==> src/rtl/store_buffer.sv <==
// Store buffer: forms big-endian byte lanes and byte enables for SB/SH/SW, queues them in a
// DEPTH-entry FIFO and drains to the data cache by req/ack. Optional macro: STORE_MISALIGN_TRAP_EN.
module store_buffer #(
  parameter int DEPTH = 4
) (
  input  logic        clk,
  input  logic        nrst,
  input  logic        st_valid,
  output logic        st_ready,
  input  logic [31:0] st_addr,
  input  logic [31:0] st_data,
  input  logic [2:0]  st_funct3,
  output logic        st_misalign,
  output logic        dm_wr_req,
  output logic [31:0] dm_addr,
  output logic [31:0] dm_wdata,
  output logic [3:0]  dm_byte_en,
  input  logic        dm_wr_ack,
  input  logic [31:0] ld_addr,
  output logic        ld_hit,
  output logic        sb_empty
);

  localparam int AW = $clog2(DEPTH);
  localparam int CW = AW + 1;
  localparam logic [CW-1:0] FULL_COUNT = CW'(DEPTH);

  logic [29:0]   mem_addr  [DEPTH];
  logic [31:0]   mem_wdata [DEPTH];
  logic [3:0]    mem_be    [DEPTH];

  logic [AW-1:0] head_reg;
  logic [AW-1:0] tail_reg;
  logic [AW-1:0] head_inc;
  logic [CW-1:0] count_reg;
  logic [CW-1:0] count_next;
  logic [29:0]   dm_addr_reg;
  logic [31:0]   dm_wdata_reg;
  logic [3:0]    dm_be_reg;

  logic [31:0]   new_wdata;
  logic [3:0]    new_be;
  logic          f3_ok;
  logic          misaligned;
  logic          accept;
  logic          push;
  logic          pop;
  logic          load_mem;
  logic          load_new;
  logic [DEPTH-1:0] hit_vec;
  logic          ld_addr_unused;

  assign sb_empty   = (count_reg == '0);
  assign st_ready   = (count_reg != FULL_COUNT);
  assign dm_wr_req  = !sb_empty;
  assign dm_addr    = {dm_addr_reg, 2'b00};
  assign dm_wdata   = dm_wdata_reg;
  assign dm_byte_en = dm_be_reg;
  assign ld_addr_unused = ^ld_addr[1:0];

  always_comb begin
    f3_ok      = 1'b1;
    misaligned = 1'b0;
    new_wdata  = st_data;
    new_be     = 4'b1111;
    case (st_funct3)
      3'b000: begin
        new_wdata = {4{st_data[7:0]}};
        new_be    = 4'b1000 >> st_addr[1:0];
      end
      3'b001: begin
        new_wdata = {2{st_data[15:0]}};
        new_be    = st_addr[1] ? 4'b0011 : 4'b1100;
      end
      3'b010: ;
      default: f3_ok = 1'b0;
    endcase
`ifdef STORE_MISALIGN_TRAP_EN
    misaligned = ((st_funct3 == 3'b001) && st_addr[0]) ||
                 ((st_funct3 == 3'b010) && (st_addr[1:0] != 2'b00));
`endif
  end

  assign accept   = st_valid && st_ready;
  assign push     = accept && f3_ok && !misaligned;
  assign pop      = dm_wr_req && dm_wr_ack;
  assign head_inc = head_reg + AW'(1);

  // The head registers track the oldest entry; when the only entry pops while a new one
  // arrives, the new one is still in flight to the array and must be taken directly.
  always_comb begin
    load_mem = 1'b0;
    load_new = 1'b0;
    if (pop) begin
      if (count_reg > CW'(1)) load_mem = 1'b1;
      else if (push)          load_new = 1'b1;
    end else if (sb_empty && push) begin
      load_new = 1'b1;
    end
  end

  always_comb begin
    count_next = count_reg;
    case ({push, pop})
      2'b10:   count_next = count_reg + CW'(1);
      2'b01:   count_next = count_reg - CW'(1);
      default: count_next = count_reg;
    endcase
  end

  always_ff @(posedge clk) begin
    if (push) begin
      mem_addr[tail_reg]  <= st_addr[31:2];
      mem_wdata[tail_reg] <= new_wdata;
      mem_be[tail_reg]    <= new_be;
    end
  end

  always_ff @(posedge clk or negedge nrst) begin
    if (!nrst) begin
      head_reg     <= '0;
      tail_reg     <= '0;
      count_reg    <= '0;
      dm_addr_reg  <= '0;
      dm_wdata_reg <= '0;
      dm_be_reg    <= '0;
    end else begin
      if (push) tail_reg <= tail_reg + AW'(1);
      if (pop)  head_reg <= head_inc;
      count_reg <= count_next;
      if (load_mem) begin
        dm_addr_reg  <= mem_addr[head_inc];
        dm_wdata_reg <= mem_wdata[head_inc];
        dm_be_reg    <= mem_be[head_inc];
      end else if (load_new) begin
        dm_addr_reg  <= st_addr[31:2];
        dm_wdata_reg <= new_wdata;
        dm_be_reg    <= new_be;
      end
    end
  end

`ifdef STORE_MISALIGN_TRAP_EN
  logic misalign_reg;
  always_ff @(posedge clk or negedge nrst) begin
    if (!nrst) misalign_reg <= 1'b0;
    else       misalign_reg <= accept && misaligned;
  end
  assign st_misalign = misalign_reg;
`else
  assign st_misalign = 1'b0;
`endif

  // A slot is live when its distance from head is below the count.
  generate
    for (genvar gi = 0; gi < DEPTH; gi++) begin : g_hit
      logic [AW-1:0] rel;
      assign rel         = AW'(gi) - head_reg;
      assign hit_vec[gi] = ({1'b0, rel} < count_reg) && (mem_addr[gi] == ld_addr[31:2]);
    end
  endgenerate

  assign ld_hit = |hit_vec;

endmodule

==> config.mk <==
export PLATFORM = sky130hd
export DESIGN_NAME = store_buffer
export DESIGN_NICKNAME = d
export VERILOG_FILES = /design/src/rtl/store_buffer.sv
export SDC_FILE = /design/constraint.sdc
export NUM_CORES = 1
export LEC_CHECK = 0
export ABC_AREA = 1
export CELL_PAD_IN_SITES_DETAIL_PLACEMENT = 0
export CELL_PAD_IN_SITES_GLOBAL_PLACEMENT = 2
export CORE_AREA = 2 2 270 219
export CTS_CLUSTER_SIZE = 20
export DETAILED_ROUTE_END_ITERATION = 8
export DIE_AREA = 0 0 272 221
export PLACE_DENSITY = 0.65
export SLEW_MARGIN = 20
export SYNTH_ARGS = -nofsm -noshare
export SYNTH_HDL_FRONTEND = slang
export SYNTH_SLANG_ARGS = --single-unit
export TNS_END_PERCENT = 10
==> constraint.sdc <==
create_clock -name clk -period 5.3 [get_ports clk]
set_input_delay 1.325 -clock clk [delete_from_list [all_inputs] [get_ports clk]]
set_output_delay 1.325 -clock clk [all_outputs]
set_load 0.02 [all_outputs]
==> impl_summary.log, run 1 <==
[metrics] via count normalized by instance count: 4.50
[metrics] Syn-to-layout area delta: 25.2%
[metrics] hold path startpoint: dm_addr_reg[0]$_DFFE_PN0P_
[metrics] Syn Std Cell Area: 15,400 µm²
[metrics] synthesized area per cell: 10.1 µm²
[metrics] Overflow after GRT: 0
[metrics] area share of the largest cell type after synthesis: 0.515
[metrics] post-layout minimum cycle time: 4.92 ns
[metrics] Synth Warn #: 0
[metrics] final clock skew: 0.00987 ns
[metrics] delay of the slowest cell on the worst path: 0.63 ns
[metrics] commonest cells in the synthesized netlist: nand2_1, edfxtp_1, nor2_1
[metrics] placed wire-length estimate after detailed placement: 32,700 µm
[metrics] number of nets at the end of the flow: 1,810
[metrics] number of cells produced by synthesis: 1,518
[metrics] asr flop ratio synth: 0.217
[metrics] total power per unit cell area: 517 nW/µm²
[metrics] number of antenna violations at the first check in global routing: 1
[metrics] combined global-route utilization of all metal layers: 0.165
[metrics] Chip Width: 272 µm
[metrics] register-to-register setup slack: 2.76 ns
[metrics] number of placed I/O pins: 176
[metrics] count of filler cells inserted in the layout: 5,812
[metrics] Final Max Tran Viols: 0
[metrics] Worst R2R End: dm_addr_reg[2]$_DFFE_PN0P_
[metrics] maximum number of pins on one net before global-route repair: 80
[metrics] sequential-to-total area share from yosys stat: 0.634
[metrics] unrepaired setup endpoints after global routing: false
[metrics] worst path bufs/invs: 3
[metrics] Clock Pin Slew Worst Setup and Hold Paths: 0.05 ns
[metrics] launch point of the worst reg-to-reg path: count_reg[0]$_DFFE_PN0P_
[metrics] most instantiated flip-flop cell in the synthesis netlist: edfxtp_1
[metrics] sinks on the clock net: 337
[metrics] area enclosed by the die boundary: 60,100 µm²
[metrics] clk_lat worst skew: 0.56 ns
[metrics] transition time of the tightest slew-check pin: 0.856 ns
[metrics] required time of the worst setup path: 3.97 ns
[metrics] path depth of the worst reg2reg path: 8
[metrics] starting density of the core: 0.268
[metrics] worst setup path endpoint: ld_hit
[metrics] area leader, netlist: edfxtp_1
[metrics] most common cell in the synthesized netlist: nand2_1
[metrics] Max H-tree Level: 2
[metrics] clock buffer count from CTS: 39
[metrics] Iter 0 DRT Violations: 756
[metrics] Top Family by Delay on Critical Path: buffers and inverters
[metrics] detailed-router iteration count before antenna repair: 5
[metrics] clock tree buffer depth: 3
[metrics] wire length of the first global-routing pass: 74,000 µm
[metrics] Highest Clock Rate: 203 MHz
[metrics] die extent in y: 221 µm
[metrics] data arrival time of the critical path: 3.59 ns
[metrics] critical-path cell list: clkdlybuf4s50_1 > inv_1 > nand2_1 > nand2_1 > nor2_1 > nand2_1 > nor2_1 > nand3_1 > nor2_1 > nor2_1 > nand2_1 > clkdlybuf4s50_1
[metrics] multi-input logic area: 4850 µm²
[metrics] number of setup buffers added after CTS: 0
[metrics] Placer Congestion: 0.809
[metrics] leading cell types by total area after synthesis: edfxtp_1, nand2_1, dfrtp_1
[metrics] largest voltage drop on the vdd net: 0.359 mV
[metrics] Total Wirelength: 49,500 µm
[metrics] Crit. path cell count: 12
[metrics] Root Buffer Master: clkbuf_16
[metrics] final number of hold-violating endpoints: 0
[metrics] path type of the worst min-delay path: flop to flop
[metrics] share of cells above drive strength 1: 0.0690
[metrics] Crit. Startpoint: ld_addr[3]
[metrics] share of the clock period used by the worst path after layout: 0.928
[metrics] reported leakage power: 7.48 nW
[metrics] Unique masters post-synth: 33
[metrics] type of the worst setup path: input pin to output pin
[metrics] Rel. slew slack: 0.430
[metrics] fin worst setup slack: 0.383 ns
[metrics] number of global-route vias before repair: 11,500
[metrics] clock tree from TritonCTS: built
[metrics] Wirelength per Cell: 19.8 µm
[metrics] number of enable-type register cells in the synthesized netlist: 264
[metrics] minimum setup slack after placement: 0.376 ns
[metrics] Post-Route Setup TNS: 0 ns
[metrics] Critical-path top delay cell: clkdlybuf4s50_1
[metrics] vias: 11,200
[metrics] FF/Latch Area: 9750 µm²
[metrics] worst-path maximum fanout: 5
[metrics] post-synthesis sequential element count: 337
[metrics] Crit. End Element: output pin
[metrics] number of failing setup endpoints in the final timing report: 0
[metrics] number of hold buffers added after cts: 0
[metrics] number of instances resized during post-cts repair: 0
[metrics] number of maximum-capacitance constraint violations: 0
[metrics] count of buffers inserted at the top-level ports: 170
[metrics] CP Launch Type: input pin
[metrics] area of the placeable core: 57,400 µm²
[metrics] count of nets left with antenna violations after detail routing: 0
[metrics] Largest register FFs: 128
[metrics] row count: 79
[metrics] drt drc: 0
[metrics] run status: finished clean
==> cell type report <==
type	count	area share
tap	769	0.0500
inverter	129	0.0253
multi-input combinational	990	0.252
clock buffer	55	0.0564
timing repair buffer	197	0.101
sequential	337	0.506
antenna	2	0.000260
clock inverter	17	0.00870
==> cells in the final DEF, fill, tap and decap left out, types with 7 or more instances in the layout <==
cell type	netlist	routed
a21oi_1	33	33
clkbuf_16	0	39
clkinv_2	0	9
buf_4	14	24
dfrtp_1	73	73
o22ai_1	8	8
edfxtp_1	264	264
nand2_1	507	507
a22oi_1	55	55
o21ai_0	60	60
inv_1	123	122
a31oi_1	47	47
xor2_1	20	20
o2111ai_1	7	7
nand3_1	16	16
clkbuf_1	15	11
or2_2	9	9
nand4_1	23	23
clkdlybuf4s50_1	0	169
o211ai_1	8	8
ha_1	13	13
nor2_1	137	132
xnor2_1	24	24
==> power breakdown <==
part	internal (mW)	switching, mW
clock	1.54	1.12
sequential	3.34	0.261
combinational	1.30	2.39
total	6.18	3.78
==> cell families (layout without fill, tap and decap cells) <==
kind of cell,after synthesis,in the layout,synth area share
simple gates,697,697,0.179
flops,337,337,0.634
compound gates,225,225,0.0913
buf+inv,193,398,0.0542
xor+xnor,44,44,0.0251
fa+ha+maj,13,13,0.0106
mux,8,8,0.00586
other cells,1,5,0.000244
==> metal layers <==
layer | share of wire | global-route usage
met4 | 0.017 | 0.0383
met2 | 0.47 | 0.273
met1 | 0.46 | 0.222
met5 | 0.00026 | 0
met3 | 0.048 | 0.0315
==> worst register-to-register path, stage by stage (launching register included) <==
cell	delay [ns]
dfrtp_1	0.50
inv_2	0.08
ha_1	0.22
nand2_1	0.14
nand2_1	0.12
nor2_4	0.40
buf_4	0.55
o21ai_0	0.23
a31oi_1	0.19
==> metrics by stage <==
step	hold WS, ns	total power, mW	instance area [µm²]	util	cells
6_report	0.481	9.96	19300	0.335	2496
5_1_grt	0.517	10.6	19300	0.335	2494
4_1_cts	0.484	10.2	19300	0.335	2494
3_5_place_dp	0.469	7.43	18000	0.313	2422
3_3_place_gp	0.470	7.41	18000	0.313	2422
2_1_floorplan	0.475	5.80	15400	-	1520
==> worst min path at each step <==
stage,endpoint,depth (start not counted)
2_1_floorplan,count_reg[1]$_DFFE_PN0P_,2
6_report,dm_addr_reg[0]$_DFFE_PN0P_,2
4_1_cts,dm_addr_reg[28]$_DFFE_PN0P_,2
5_1_grt,dm_addr_reg[28]$_DFFE_PN0P_,2
3_3_place_gp,dm_addr_reg[19]$_DFFE_PN0P_,2
3_5_place_dp,dm_addr_reg[28]$_DFFE_PN0P_,2
(Power assumes the default switching activity.)
==> inputs of run 2 (changes only) <==
--- a/config.mk
+++ b/config.mk
@@ -12,6 +12,7 @@
 export CTS_CLUSTER_SIZE = 20
 export DETAILED_ROUTE_END_ITERATION = 8
 export DIE_AREA = 0 0 272 221
+export HOLD_SLACK_MARGIN = 0.08
 export PLACE_DENSITY = 0.65
 export SLEW_MARGIN = 20
 export SYNTH_ARGS = -nofsm -noshare
==> results of run 2 <==
Final layout, timing and power as in run 1 (identical DEF).
==> inputs of run 3 (changes only) <==
--- a/config.mk
+++ b/config.mk
@@ -13,7 +13,7 @@
 export DETAILED_ROUTE_END_ITERATION = 8
 export DIE_AREA = 0 0 272 221
 export HOLD_SLACK_MARGIN = 0.08
-export PLACE_DENSITY = 0.65
+export PLACE_DENSITY = 0.71
 export SLEW_MARGIN = 20
 export SYNTH_ARGS = -nofsm -noshare
 export SYNTH_HDL_FRONTEND = slang
==> constraint.sdc (replaced) <==
create_clock -name clk -period 5.3 [get_ports clk]
set_input_delay 0.795 -clock clk [delete_from_list [all_inputs] [get_ports clk]]
set_output_delay 0.795 -clock clk [all_outputs]
set_load 0.02 [all_outputs]
==> run 3 against run 2 <==
  * Flip-flop and latch count stayed put
  * Total power is 0.82% lower
  * Worst setup slack better by 0.82 ns
  * Clock skew is 0.0039 ns higher
  * First-iteration DRC count is 4.8% higher
  * Die area stayed put
  * Routed wire length is 0.34% lower
  * Clock power is 4% lower
  * Critical path depth stayed put
  * Critical endpoint unchanged
==> impl_summary.log, run 3 (same netlist as run 1, synthesis figures left out) <==
[metrics] Post-Route Setup TNS: 0 ns (unchanged)
[metrics] area enclosed by the die boundary: 60,100 µm² (unchanged)
[metrics] commonest cells after routing, fill and taps aside: nand2_1, edfxtp_1, clkdlybuf4s50_1, nor2_1, inv_1
[metrics] share of cells above drive strength 1: 0.0636 (-0.00543)
[metrics] combinational cell fraction of total power: 0.378 (+0.007)
[metrics] Root Buffer Master: clkbuf_16
[metrics] detailed-router iteration count before antenna repair: 7 (+2)
[metrics] Max H-tree Level: 2 (unchanged)
[metrics] wire length of the first global-routing pass: 73,300 µm (-1.0%)
[metrics] Final Max Tran Viols: 0 (unchanged)
[metrics] most common cell after layout, fill and taps aside: nand2_1
[metrics] number of hold buffers added after cts: 0 (unchanged)
[metrics] count of nets left with antenna violations after detail routing: 0 (unchanged)
[metrics] row count: 79 (unchanged)
[metrics] Chip Width: 272 µm (unchanged)
[metrics] path type of the worst min-delay path: input pin to async pin
[metrics] number of global-route vias before repair: 11,400 (-1.1%)
[metrics] vias: 11,300 (+0.53%)
[metrics] number of nets at the end of the flow: 1,803 (-0.39%)
[metrics] total power per unit cell area: 515 nW/µm² (-0.36%)
[metrics] clock buffer count from CTS: 37 (-5.1%)
[metrics] Psw: 3.75 mW (-0.64%)
[metrics] number of setup buffers added after CTS: 0 (unchanged)
[metrics] placed wire-length estimate after detailed placement: 31,500 µm (-3.6%)
[metrics] Iter 0 DRT Violations: 792 (+4.8%)
[metrics] data arrival time of the critical path: 3.30 ns (-0.29 ns)
[metrics] Crit. End Element: output pin
[metrics] unrepaired setup endpoints after global routing: false
[metrics] area of the placeable core: 57,400 µm² (unchanged)
[metrics] CP Launch Type: flop
[metrics] sum of internal, switching and leakage power: 9.88 mW (-0.82%)
[metrics] number of maximum-capacitance constraint violations: 0 (unchanged)
[metrics] fin worst setup slack: 1.20 ns (+0.818 ns)
[metrics] Total Wirelength: 49,300 µm (-0.34%)
[metrics] clock tree from TritonCTS: built
[metrics] combined global-route utilization of all metal layers: 0.163 (-0.00206)
[metrics] reported leakage power: 7.43 nW (-0.71%)
[metrics] die extent in y: 221 µm (unchanged)
[metrics] Largest register FFs: 128 (unchanged)
[metrics] final core area utilization: 0.334 (-0.00153)
[metrics] power share of the clock group: 0.259 (-0.009)
[metrics] ANT cells: 0 (-2)
[metrics] worst-path maximum fanout: 16 (+11)
[metrics] Syn-to-layout area delta: 24.6%
[metrics] number of instances resized during post-cts repair: 0 (unchanged)
[metrics] number of placed I/O pins: 176 (unchanged)
[metrics] transition time of the tightest slew-check pin: 0.923 ns (+0.0675 ns)
[metrics] final number of hold-violating endpoints: 0 (unchanged)
[metrics] maximum number of pins on one net before global-route repair: 69 (-14%)
[metrics] Highest Clock Rate: 244 MHz (+20%)
[metrics] required time of the worst setup path: 4.51 ns (+0.54 ns)
[metrics] Wirelength per Cell: 19.9 µm (+0.14%)
[metrics] switching power share of the total: 0.380 (+0.000692)
[metrics] clk_lat worst skew: 0.54 ns (-0.02 ns)
[metrics] run status: finished clean
[metrics] via count normalized by instance count: 4.55 (+1.0%)
[metrics] type of the worst setup path: flop to output pin
[metrics] proportion of power drawn by flip-flops and latches: 0.363 (+0.002)
[metrics] Overflow after GRT: 0 (unchanged)
[metrics] share of the clock period used by the worst path after layout: 0.773 (-0.154)
[metrics] sinks on the clock net: 337 (unchanged)
[metrics] count of buffers inserted at the top-level ports: 170 (unchanged)
[metrics] number of failing setup endpoints in the final timing report: 0 (unchanged)
[metrics] Clock Pin Slew Worst Setup and Hold Paths: 0.06 ns (about the same)
[metrics] Rel. slew slack: 0.385 (-0.0450)
[metrics] internal power of the cells: 6.13 mW (-0.93%)
[metrics] clock tree buffer depth: 3 (unchanged)
[metrics] largest voltage drop on the vdd net: 0.222 mV (-38%)
[metrics] final clock skew: 0.0138 ns (+0.00388 ns)
[metrics] starting density of the core: 0.268 (unchanged)
[metrics] minimum setup slack after placement: 1.38 ns (+1.00 ns)
[metrics] Placer Congestion: 0.827 (+2.2%)
[metrics] post-layout minimum cycle time: 4.10 ns (-0.818 ns)
[metrics] number of antenna violations at the first check in global routing: 0 (-1)
[metrics] drt drc: 0 (unchanged)
==> run 3: power groups by stage <==
stage | clock network, mW | registers (mW) | logic, mW
after floorplan | 0 | 3.90 | 1.90
after global placement | 0 | 3.64 | 3.79
after detailed placement | 0 | 3.64 | 3.81
after CTS | 2.63 | 3.60 | 3.82
after global routing | 2.75 | 3.64 | 4.11
final | 2.56 | 3.59 | 3.73
==> run 3: worst paths after layout <==
kind,cells past startpoint,from,end,slack [ns]
worst min-delay path,1,nrst,head_reg[1]$_DFFE_PN0P_,0.24
worst min register to register,2,dm_addr_reg[28]$_DFFE_PN0P_,dm_addr_reg[28]$_DFFE_PN0P_,0.48
max in group asynchronous,2,nrst,dm_wdata[27]$_DFFE_PN0P_,4.00
worst max register to register,11,count_reg[0]$_DFFE_PN0P_,dm_addr_reg[9]$_DFFE_PN0P_,2.46
min in group clk,2,dm_addr_reg[28]$_DFFE_PN0P_,dm_addr_reg[28]$_DFFE_PN0P_,0.48
worst max-delay path,12,head_reg[0]$_DFFE_PN0P_,ld_hit,1.20
==> run 3: area by class of cell <==
| class | count | area (µm²) |
|---|---|---|
| Timing Repair Buffer | 192 | 1940 |
| Inverter | 129 | 488 |
| Clock buffer | 56 | 1060 |
| Fill cell | 5770 | 38300 |
| Sequential cell | 337 | 9750 |
| Tap cell | 769 | 962 |
| Multi-Input combinational cell | 990 | 4850 |
| Clock inverter | 11 | 126 |
==> run 3: worst max-delay path, stage by stage, from the launching register on <==
cell and delay [ns]:
dfrtp_1 0.51, inv_1 0.10, nand2_1 0.07, buf_4 0.28, nand2_1 0.16, ha_1 0.30, a21oi_1 0.05, or2_2 0.31
nand3_1 0.13, nor2_1 0.07, nor2_1 0.10, nand2_1 0.11, clkdlybuf4s50_1 0.56
==> run 3: metrics by stage <==
stage | instances | area [µm²] | hold WS (ns)
finish | 2484 | 19200 | 0.237
global route | 2484 | 19200 | 0.272
CTS | 2484 | 19200 | 0.255
detailed placement | 2417 | 18000 | 0.472
global placement | 2417 | 18000 | 0.470
floorplan | 1520 | 15400 | 0.475
==> run 3: metal layers <==
layer	up-vias	wire (µm)	GRT usage
li1	5470	-	-
met1	5480	23000	0.227
met2	299	22800	0.265
met3	49	2740	0.0276
met4	0	782	0.0335
met5	-	0	0
